===== src/rtl/aud_ctrl_pkg.sv =====
// Shared types for the audio mode controller: output-path modes, settle FSM
// states and the active-low key patterns that select each mode.
package aud_ctrl_pkg;

  typedef enum logic [1:0] {
    MODE_RAW   = 2'd0,
    MODE_NOISY = 2'd1,
    MODE_FIR   = 2'd2,
    MODE_NSAMP = 2'd3
  } mode_t;

  typedef enum logic {
    ST_RUN    = 1'b0,
    ST_SETTLE = 1'b1
  } state_t;

  localparam logic [2:0] KEY_NOISY = 3'b110;
  localparam logic [2:0] KEY_FIR   = 3'b101;
  localparam logic [2:0] KEY_NSAMP = 3'b011;

  // Exactly one pressed key selects a mode; anything else falls back to RAW.
  function automatic mode_t decode_keys(input logic [2:0] key_n);
    case (key_n)
      KEY_NOISY: decode_keys = MODE_NOISY;
      KEY_FIR:   decode_keys = MODE_FIR;
      KEY_NSAMP: decode_keys = MODE_NSAMP;
      default:   decode_keys = MODE_RAW;
    endcase
  endfunction

endpackage


===== src/rtl/key_debounce.sv =====
// Decodes the mode keys and accepts a request once it has been stable for
// DEB_CYCLES consecutive clocks; pulses accept only when the mode changes.
module key_debounce
  import aud_ctrl_pkg::*;
#(
  parameter int DEB_CYCLES = 50000
) (
  input  logic       clk,
  input  logic       reset,
  input  logic [2:0] key_n,
  output mode_t      accepted,
  output logic       accept,
  output logic       pending
);

  localparam int CW = $clog2(DEB_CYCLES + 1);
  localparam logic [CW-1:0] CNT_MAX = CW'(DEB_CYCLES);

  mode_t         req;
  mode_t         prev_req;
  logic [CW-1:0] cnt;
  logic [CW-1:0] cnt_next;

  // cnt is the number of consecutive clocks the request has held, including
  // the clock in which a new value first appears.
  always_comb begin
    req = decode_keys(key_n);
    if (req != prev_req) begin
      cnt_next = CW'(1);
    end else if (cnt == CNT_MAX) begin
      cnt_next = cnt;
    end else begin
      cnt_next = cnt + 1'b1;
    end
    accept  = ~reset && (cnt_next == CNT_MAX) &&
              ((req != prev_req) || (cnt != CNT_MAX)) && (req != accepted);
    pending = (prev_req != accepted);
  end

  always_ff @(posedge clk) begin
    if (reset) begin
      prev_req <= req;
      cnt      <= '0;
      accepted <= MODE_RAW;
    end else begin
      prev_req <= req;
      cnt      <= cnt_next;
      if (accept) begin
        accepted <= req;
      end
    end
  end

endmodule


===== src/rtl/audio_mode_ctrl.sv =====
// Audio path mode controller: codec strobes, debounced mode keys and a mute
// window of SETTLE_SAMPLES strobes after each change (built only with AUD_MODE_SETTLE_EN).
module audio_mode_ctrl
  import aud_ctrl_pkg::*;
#(
  parameter int DEB_CYCLES     = 50000,
  parameter int SETTLE_SAMPLES = 16
) (
  input  logic       clk,
  input  logic       reset,
  input  logic       read_ready,
  input  logic       write_ready,
  input  logic [2:0] key_n,
  output logic       read,
  output logic       write,
  output logic [1:0] mode,
  output logic       mute,
  output logic       busy,
  output state_t     fsm_state
);

  mode_t accepted;
  logic  accept;
  logic  pending;

  assign read  = read_ready & write_ready & ~reset;
  assign write = read_ready & write_ready & ~reset;

  key_debounce #(
    .DEB_CYCLES(DEB_CYCLES)
  ) u_debounce (
    .clk     (clk),
    .reset   (reset),
    .key_n   (key_n),
    .accepted(accepted),
    .accept  (accept),
    .pending (pending)
  );

  assign mode = accepted;

`ifdef AUD_MODE_SETTLE_EN
  localparam int SW = (SETTLE_SAMPLES > 0) ? $clog2(SETTLE_SAMPLES + 1) : 1;
  localparam logic [SW-1:0] SETTLE_LAST = SW'(SETTLE_SAMPLES);

  state_t        state;
  state_t        state_next;
  logic [SW-1:0] scnt;
  logic [SW-1:0] scnt_next;
  logic [SW-1:0] scnt_inc;

  always_ff @(posedge clk) begin
    if (reset) begin
      state <= ST_RUN;
      scnt  <= '0;
    end else begin
      state <= state_next;
      scnt  <= scnt_next;
    end
  end

  // A strobe on an accept edge is dropped: the new settle starts from zero.
  always_comb begin
    state_next = state;
    scnt_next  = scnt;
    scnt_inc   = scnt + 1'b1;
    case (state)
      ST_RUN: begin
        if (accept && (SETTLE_SAMPLES != 0)) begin
          state_next = ST_SETTLE;
          scnt_next  = '0;
        end
      end
      ST_SETTLE: begin
        if (accept) begin
          scnt_next = '0;
        end else if (read) begin
          if (scnt != SETTLE_LAST) begin
            scnt_next = scnt_inc;
          end
          if (scnt_inc == SETTLE_LAST) begin
            state_next = ST_RUN;
          end
        end
      end
      default: begin
        state_next = ST_RUN;
        scnt_next  = '0;
      end
    endcase
  end

  assign mute      = (state == ST_SETTLE) & ~reset;
  assign busy      = ~reset & (pending | (state == ST_SETTLE));
  assign fsm_state = state;
`else
  assign mute      = 1'b0;
  assign busy      = ~reset & pending;
  assign fsm_state = ST_RUN;
`endif

endmodule


===== config.mk =====
export PLATFORM = sky130hd
export DESIGN_NAME = audio_mode_ctrl
export DESIGN_NICKNAME = d
export VERILOG_FILES = /design/src/rtl/aud_ctrl_pkg.sv /design/src/rtl/key_debounce.sv /design/src/rtl/audio_mode_ctrl.sv
export SDC_FILE = /design/constraint.sdc
export NUM_CORES = 1
export LEC_CHECK = 0
export BUFFER_PORTS_ARGS = -buffer_cell sky130_fd_sc_hd__buf_4
export CORE_UTILIZATION = 44
export DETAILED_ROUTE_END_ITERATION = 10
export PLACE_DENSITY_LB_ADDON = 0.1
export REMOVE_ABC_BUFFERS = 1
export SYNTH_ARGS = -nofsm -noshare
export SYNTH_HDL_FRONTEND = slang
export SYNTH_SLANG_ARGS = --single-unit
export TNS_END_PERCENT = 10

===== constraint.sdc =====
create_clock -name clk -period 2.11 [get_ports clk]
set_input_delay 0.3165 -clock clk [delete_from_list [all_inputs] [get_ports clk]]
set_output_delay 0.3165 -clock clk [all_outputs]
set_load 0.01 [all_outputs]

# Word-level counts from Yosys, hierarchy flattened
# Cells that the tools add are included.
[totals]
register_bits = 20
[classes]
n_reduce_logical = 4
n_eq_ne = 9
n_bitwise = 4
muxes = 3
n_addsub = 1
[ops]
columns = ["operator", "n"]
rows = [
  ["$eq A16 B16 Y1 const B", 2],
  ["$mux W16", 2],
  ["$add A16 B1 Y16 const B", 1],
  ["$ne A16 B16 Y1 const B", 1],
  ["$eq A3 B3 Y1 const B", 2],
  ["$ne A2 B2 Y1", 3],
  ["$pmux W2 S3", 1],
  ["$and A1 B1 Y1", 3],
  ["$eq A3 B2 Y1 const B", 1],
  ["$logic_and A1 B1 Y1", 3],
  ["$logic_or A1 B1 Y1", 1],
  ["$not A1 Y1", 1],
]

# Longest topological paths before layout
# Gate-level depths: netlist of the first run.
[logic_depth]
depth_word = 8
depth_mapped = 9
ltp_nobuf = 8

# Hierarchy
# From an unflattened synthesis of the first run, not the netlist that was laid out.
[hier_totals]
hier_cells = 156
hier_area_um2 = 1286.2
[modules_own_cells]
columns = ["mod", "instances", "seq_area_each_um2", "cells_per_inst", "area_each_um2"]
rows = [
  ["key_debounce", 1, 400.4, 150, 1244.9],
  ["audio_mode_ctrl", 1, 0.0, 6, 41.3],
]

# Worst setup path after synthesis of the first run
# Ideal clock, no wire load.
[synth_timing]
kind = "register -> register"
from = "register u_debounce.cnt[1]"
to = "register u_debounce.accepted[0]"
arrival_ns = 2.211
path_stages_with_launch = 10
n_path_buf = 1
setup_ns = 0.123
period_less_slack_ns = 2.335
slack_ns = -0.225
t_required_ns = 1.987
path_cell_list = "dfxtp_1 -> inv_1 -> ha_1 -> nor3b_1 -> and4_1 -> clkbuf_1 -> a2111oi_2 -> o2111ai_1 -> a2111o_1 -> mux2_1"
[synth_between]
elab_chain_len = 7
[synth_lines]
columns = ["element", "line", "source"]
rows = [
  ["from (decl)", "key_debounce.sv:21", "logic [CW-1:0] cnt;"],
  ["from (signal assigned)", "key_debounce.sv:47", "cnt <= cnt_next;"],
  ["$add A16 B1 Y16 or $eq A16 B16 Y1 (tied branches)", "key_debounce.sv:33, key_debounce.sv:30", ""],
  ["$mux W16", "key_debounce.sv:30", "end else if (cnt == CNT_MAX) begin"],
  ["$mux W16", "key_debounce.sv:28", "if (req != prev_req) begin"],
  ["$eq A16 B16 Y1", "key_debounce.sv:35", "accept = ~reset && (cnt_next == CNT_MAX) &&"],
  ["$logic_and A1 B1 Y1", "key_debounce.sv:35", ""],
  ["$logic_and A1 B1 Y1 *", "key_debounce.sv:35", ""],
  ["$logic_and A1 B1 Y1 *", "key_debounce.sv:36", "((req != prev_req) || (cnt != CNT_MAX)) && (req != accepted);"],
  ["to (signal assigned)", "key_debounce.sv:49", "accepted <= req;"],
  ["to (decl)", "key_debounce.sv:11", "output mode_t accepted,"],
]
# Mark *: on every way between the ends. The rest lies on a longest branch, timed or not.
# A chain may end at the register's enable or synchronous reset.

# Final worst setup path of the first run
[layout_timing]
from = "register u_debounce.cnt[0]"
to = "register u_debounce.accepted[1]"
# The elaborated chain is that of the path after synthesis.

==> impl_metrics.csv, run 1 <==
group,metric,value,unit
drt,num_vias,1291,
synthesis,synth_top_area_share,30.3,%
synthesis,synthFlopType,"dfxtp_1",
synthesis,synthTopCellsByArea,"dfxtp_1 (30%), xnor2_1 (8.6%), xor2_1 (4.6%)",
sta,setup_ws,-0.154,ns
power,power_leakage,0.787,nW
global_route,grt_pass1_wl,5.78,mm
power,p_per_area,447,nW/um2
worst_setup_path,crit_fanout,6,
cells_and_area,final_area,1910,um2
synthesis,synth_top_family_by_area,"simple AND/OR/NAND/NOR gates",
synthesis,synth.most_common_cell,"dfxtp_1",
status,status,"complete, but fails checks",
floorplanning,core,2810,um2
drt,wl,3.48,mm
floorplanning,dieHeight,56.8,um
worst_setup_path,path_class,"reg2reg",
synthesis,synth_edf_count,0,
cells_and_area,final_cells,240,
global_route,grt.total_usage,23.0,%
synthesis,syn_inst,151,
synthesis,synth_area_leader_cell,"dfxtp_1",
synthesis,synth_compound_area_share,12.0,%
synthesis,synth.distinct_cells,46,
placed_design,dpl_cell_area,1700,um2
cts,clkTransAtPathRegs,0.12,ns
floorplanning,ioPinCount,14,
placed_design,gp_congestion,0.846,
cts,cts_buffers,3,
placed_design,dp_cells,226,
worst_setup_path,cp.buffers_inverters,0,
cells_and_area,final_nets,219,
synthesis,synthSimpleGateAreaFrac,33.5,%
cts,cts_buffer_depth,2,
cells_and_area,area_growth,44.4,%
worst_setup_path,critPathTopFamily,"compound AO/OA/AOI/OAI gates",
drt,drt_iter0_markers,26,
sta,period_needed,2.26,ns
floorplanning,fp-row-count,19,
synthesis,synth_common_cells,"dfxtp_1 (20), nor2_1 (16), xnor2_1 (13), xor2_1 (7)",
global_route,overflow,0,
synthesis,synthArstFlopShare,0,%
global_route,grt_start_max_net_pins,14,
power,ir_worst_vdd,0.000368,V
worst_setup_path,start_kind,"flop",
placed_design,io_buffers,11,
synthesis,netlist_area,1320,um2
placed_design,hpwl,2.51,mm
flow_run,maxCapViolations,0,
worst_setup_path,regToRegStartpoint,"u_debounce.cnt[0]",
sta,period_share,107,%
drt,firstDrtPassIters,4,
worst_setup_path,required,2.32,ns
drt,post-route-drc-count,0,
worst_setup_path,worst_r2r_endpoint,"u_debounce.accepted[1]",
sta,tns,-0.300,ns
cells_and_area,final_layout_size_suffix_gt1_share,48.3,%
sta,setup_viol,2,
synthesis,synth_xor_area_share,13.2,%
worst_setup_path,path_depth,7,
sta,fmax,0.442,GHz
drt,post_drt_wl_per_cell,14.5,um
worst_setup_path,cpMostUsedCell,"o2111ai_1",
synthesis,synth.mux.area_fraction,1.70,%
status,violations,"negative setup slack",
sta,hold_viol_final,0,
sta,drv_slew,0,
global_route,antenna_found_initial,0,
synthesis,seq_area_frac_synth,30.3,%
sta,rsz0062_at_grt,"true",
sta,worst_hold_slack,0.201,ns
synthesis,synth_area_per_cell,8.76,um2
cts,htree_levels,1,
worst_setup_path,r2r_cells,7,
hold_path,hold_class,"in2reg",
drt,antenna_left,0,
cells_and_area,diodes,0,
cts,clkLatencyLatePin,0.31,ns
drt,via_per_inst,5.38,
worst_setup_path,crit_start,"u_debounce.cnt[0]",
worst_setup_path,ff2ff_setup_slack,-0.15,ns
floorplanning,dieArea,3230,um2
worst_setup_path,cp-endpoint,"u_debounce.accepted[1]",
cts,cts_tree,"yes",
cts,cts-root-buf,"clkbuf_4",
synthesis,synth_seq_cells,20,
worst_setup_path,path_cells,"ha_2 -> and3_4 -> o2111ai_1 -> a211oi_2 -> o2111ai_1 -> a2111o_1 -> mux2_4",
sta,skew,0.00412,ns
worst_setup_path,cp.arrival,2.47,ns
floorplanning,die_x,56.8,um
worst_setup_path,crit_path_end_kind,"flop",
global_route,grt_pass1_vias,1306,
synthesis,synth_fa_ha_area_share,1.89,%
worst_setup_path,max_stage_delay,0.42,ns
floorplanning,initial_core_util,47.1,%
worst_setup_path,slowest_stage,"dfxtp_4",
synthesis,yosysWarnings,0,
cts,cts.sinks,20,
-- flip-flops by register name (all words and copies together), names as in the netlist --
name and flops:
u_debounce.cnt 16, u_debounce.accepted 2, u_debounce.prev_req 2
-- metal layers --
metal | global-route usage, % | up-vias | part of all wire, %
met2 | 41.3 | 19 | 51
met4 | 6.27 | 0 | 1.5
met5 | 0 | - | 0
li1 | - | 657 | -
met1 | 27.4 | 609 | 45
met3 | 5.30 | 6 | 2.3
-- worst min-delay path by stage --
stage / cells past startpoint / endpoint / startpoint
6_report: 2 / u_debounce.cnt[0] / reset
5_1_grt: 2 / u_debounce.cnt[14] / reset
4_1_cts: 2 / u_debounce.cnt[0] / reset
3_5_place_dp: 2 / u_debounce.cnt[1] / u_debounce.cnt[1]
3_3_place_gp: 2 / u_debounce.cnt[1] / u_debounce.cnt[1]
2_1_floorplan: 1 / u_debounce.cnt[0] / reset
-- final cells by class --
type                       instances  area [um2]
clock buffer                       3        22.5
clock inverter                     1        30.0
fill                             233         896
inverter                           5        18.8
multi-input combinational        116         900
sequential                        20         419
tap                               31        38.8
timing repair buffer              64         480
-- cell usage in the layout, fill, tap and decap left out, drive strengths merged, types with 3 or more instances in the layout --
master,n
nor4bb,4
nor4,3
and4b,3
and3,3
buf,64
nand3,6
nor2,16
nor2b,3
dfxtp,20
and2,3
xor2,7
nor3,5
nand2,5
inv,5
xnor2,13
a21oi,5
and4bb,3
clkbuf,3
nand4,6
-- through the flow --
step	power, mW	setup slack [ns]	util, %
final	0.853	-0.154	68.1
after global routing	0.884	-0.209	68.1
after CTS	0.858	-0.0636	67.1
after detailed placement	0.525	-0.229	60.4
after global placement	0.522	-0.165	60.4
after floorplan	0.453	-0.151	-
-- where the power goes --
group	internal, mW	total (mW)	switching (mW)
Clock	0.192	0.316	0.124
Sequential	0.385	0.398	0.0130
Combinational	0.0795	0.139	0.0596
-- cell families after synthesis --
| kind of cell | count (synthesis) |
|---|---|
| compound gates | 20 |
| xor+xnor | 20 |
| fa+ha+maj | 2 |
| buf+inv | 16 |
| flops | 20 |
| mux | 2 |
| other cells | 1 |
| simple gates | 70 |
-- repair_timing --
action	CTS	global route
resized for setup	25	4
endpoints found under the setup margin	2	2
hold buffers	0	0
pin swaps	9	1
buffers inserted	9	1
Note: power is estimated with default switching activity, not from simulation.
==> run 2: changes to the inputs <==
--- a/config.mk
+++ b/config.mk
@@ -5,6 +5,7 @@
 export SDC_FILE = /design/constraint.sdc
 export NUM_CORES = 1
 export LEC_CHECK = 0
+export ABC_AREA = 1
 export BUFFER_PORTS_ARGS = -buffer_cell sky130_fd_sc_hd__buf_4
 export CORE_UTILIZATION = 44
 export DETAILED_ROUTE_END_ITERATION = 10
==> run 2 against run 1 <==
Net effect: the flow finishes with violations (design-rule violations); clock power shrank 26%; die area grew 2.4%; routed wire length fell by 11%; first-iteration DRC count rose to 3.0 times the previous value; critical path type unchanged; highest routed layer unchanged.
==> impl_metrics.csv, run 2 <==
group,metric,value,unit
status,status,"complete, but fails checks",
status,violations,"design-rule violations",
sta,fmax,0.522,GHz
synthesis,synth_seq_cells,20,
sta,hold_viol_final,0,
synthesis,synth_xor_area_share,5.17,%
sta,skew,0.00415,ns
floorplanning,dieHeight,57.5,um
synthesis,synth.distinct_cells,23,
drt,via_per_inst,5.08,
cts,cts_buffer_depth,2,
cts,cts_tree,"yes",
placed_design,gp_congestion,0.864,
synthesis,synth_edf_count,0,
cells_and_area,ff_latch_area,400,um2
global_route,grt_start_max_net_pins,20,
cts,cts-root-buf,"clkbuf_4",
floorplanning,core,2830,um2
cells_and_area,largest_registers,"u_debounce.cnt (16), u_debounce.accepted (2), u_debounce.prev_req (2)",
floorplanning,dieArea,3310,um2
cells_and_area,layout_commonest_cell,"nand2_1",
synthesis,synth.mux.area_fraction,0,%
drt,drt_iter0_markers,79,
sta,period_needed,1.92,ns
global_route,grt_pass1_vias,1171,
synthesis,synth.most_common_cell,"nand2_1",
drt,firstDrtPassIters,7,
sta,tns,0,ns
cells_and_area,largest_reg_flops,16,
cts,clkLatencyLatePin,0.31,ns
synthesis,synth_top_area_share,29.5,%
power,p_per_area,479,nW/um2
floorplanning,ioPinCount,14,
worst_setup_path,required,2.33,ns
cts,htree_levels,1,
cts,clkTransAtPathRegs,0.12,ns
cts,cts.sinks,20,
placed_design,hpwl,2.40,mm
worst_setup_path,path_class,"reg2reg",
global_route,antenna_found_initial,0,
cells_and_area,top_register,"u_debounce.cnt",
cells_and_area,n_fill_cell,275,
synthesis,syn_inst,229,
synthesis,synth_compound_area_share,1.94,%
worst_setup_path,cp.arrival,2.13,ns
drt,antenna_left,0,
synthesis,synthArstFlopShare,0,%
drt,post-route-drc-count,2,
synthesis,synth_fa_ha_area_share,1.85,%
sta,period_share,90.8,%
floorplanning,fp-row-count,19,
sta,rsz0062_at_grt,"false",
synthesis,synthSimpleGateAreaFrac,50.1,%
synthesis,synth_area_leader_cell,"dfxtp_1",
worst_setup_path,regToRegStartpoint,"u_debounce.cnt[0]",
cts,cts_buffers,3,
cells_and_area,final_area,1490,um2
flow_run,maxCapViolations,0,
floorplanning,die_x,57.5,um
worst_setup_path,start_kind,"flop",
drt,num_vias,1376,
synthesis,synth_area_per_cell,5.92,um2
drt,post_drt_wl_per_cell,11.4,um
placed_design,dpl_cell_area,1450,um2
placed_design,io_buffers,11,
worst_setup_path,crit_start,"u_debounce.cnt[0]",
drt,wl,3.09,mm
floorplanning,initial_core_util,47.9,%
sta,drv_slew,0,
synthesis,synth_common_cells,"nand2_1 (68), nor2_1 (42), inv_1 (28), nand3_1 (22), dfxtp_1 (20)",
cells_and_area,diodes,0,
cells_and_area,final_nets,250,
synthesis,synthTopCellsByArea,"dfxtp_1 (30%), nand2_1 (19%), nor2_1 (12%)",
global_route,overflow,0,
cells_and_area,multi_input_area,818,um2
cells_and_area,final_layout_size_suffix_gt1_share,11.3,%
synthesis,netlist_area,1360,um2
cells_and_area,area_growth,10.2,%
synthesis,seq_area_frac_synth,29.5,%
worst_setup_path,crit_path_end_kind,"flop",
sta,setup_viol,0,
cts,cts_setup_buffers,0,
hold_path,hold_class,"in2reg",
synthesis,yosysWarnings,0,
global_route,grt_pass1_wl,5.22,mm
worst_setup_path,crit_fanout,5,
power,ir_worst_vdd,0.000282,V
cts,hold_buffers,0,
cells_and_area,final_cell_mix,"nand2_1 (68), nor2_1 (40), inv_1 (28), nand3_1 (22), dfxtp_1 (20)",
synthesis,synth_top_family_by_area,"simple AND/OR/NAND/NOR gates",
hold_path,worstHoldStart,"key_n[2]",
global_route,grt.total_usage,20.6,%
synthesis,synthFlopType,"dfxtp_1",
power,power_leakage,0.656,nW
-- run 2: through the flow --
step                std cells  util (%)  setup slack [ns]  power (mW)  hold WS (ns)
floorplan                 224         -             0.409       0.451         0.386
global placement          267      51.1             0.145       0.490         0.543
detailed placement        267      51.1             0.173       0.490         0.543
CTS                       271      52.4             0.139       0.724         0.270
global route              271      52.8            0.0451       0.752         0.299
finish                    271      52.8             0.195       0.715         0.284
-- run 2: area by class of cell --
class	count	area share (%)
multi-input cells	175	54.8
flip-flops and latches	20	26.8
repair buffers	12	6.04
clock buffers	4	2.43
well taps	31	2.60
inverters	29	7.29
-- run 2: worst paths after layout --
path,endpoint,slack (ns),cells after the start
hold / removal,u_debounce.prev_req[0],0.28,3
setup / recovery,u_debounce.accepted[0],0.19,12
hold reg to reg,u_debounce.accepted[1],0.55,2
setup reg to reg,u_debounce.accepted[0],0.19,12
-- run 2: worst max-delay path: stages (launching register included) --
cell	delay, ns
dfxtp_1	0.42
ha_1	0.23
nand3_1	0.13
nor2_2	0.17
nand3_1	0.09
nand2_1	0.06
nand2_1	0.07
nor2_2	0.09
nand3_1	0.13
nor3_1	0.22
nand3_1	0.10
nand2_1	0.07
nor2_1	0.04
-- run 2: cells by family after synthesis --
kind of cell / Yosys count
compound gates: 5
buf+inv: 35
other cells: 1
xor+xnor: 8
simple gates: 158
flops: 20
fa+ha+maj: 2
-- run 2: where the power goes --
part	internal [mW]	total, mW	switching, mW	leakage (nW)
sequential	0.383	0.390	0.00630	0.162
clock	0.105	0.234	0.128	0.0210
combinational	0.0336	0.0921	0.0585	0.473
-- run 2: repair_timing --
| item | 4_1_cts | 5_1_grt |
|---|---|---|
| hold endpoints to repair | 0 | 0 |
| resized for setup | 0 | 3 |
| endpoints found under the setup margin | 0 | 2 |
-- run 2: routing by layer --
metal | global-route usage (%) | routed length [um] | up-vias
met5 | 0 | 0 | -
met3 | 4.31 | 239 | 6
met4 | 8.36 | 55 | 0
met1 | 28.2 | 1420 | 585
li1 | - | - | 735
met2 | 31.6 | 1370 | 50
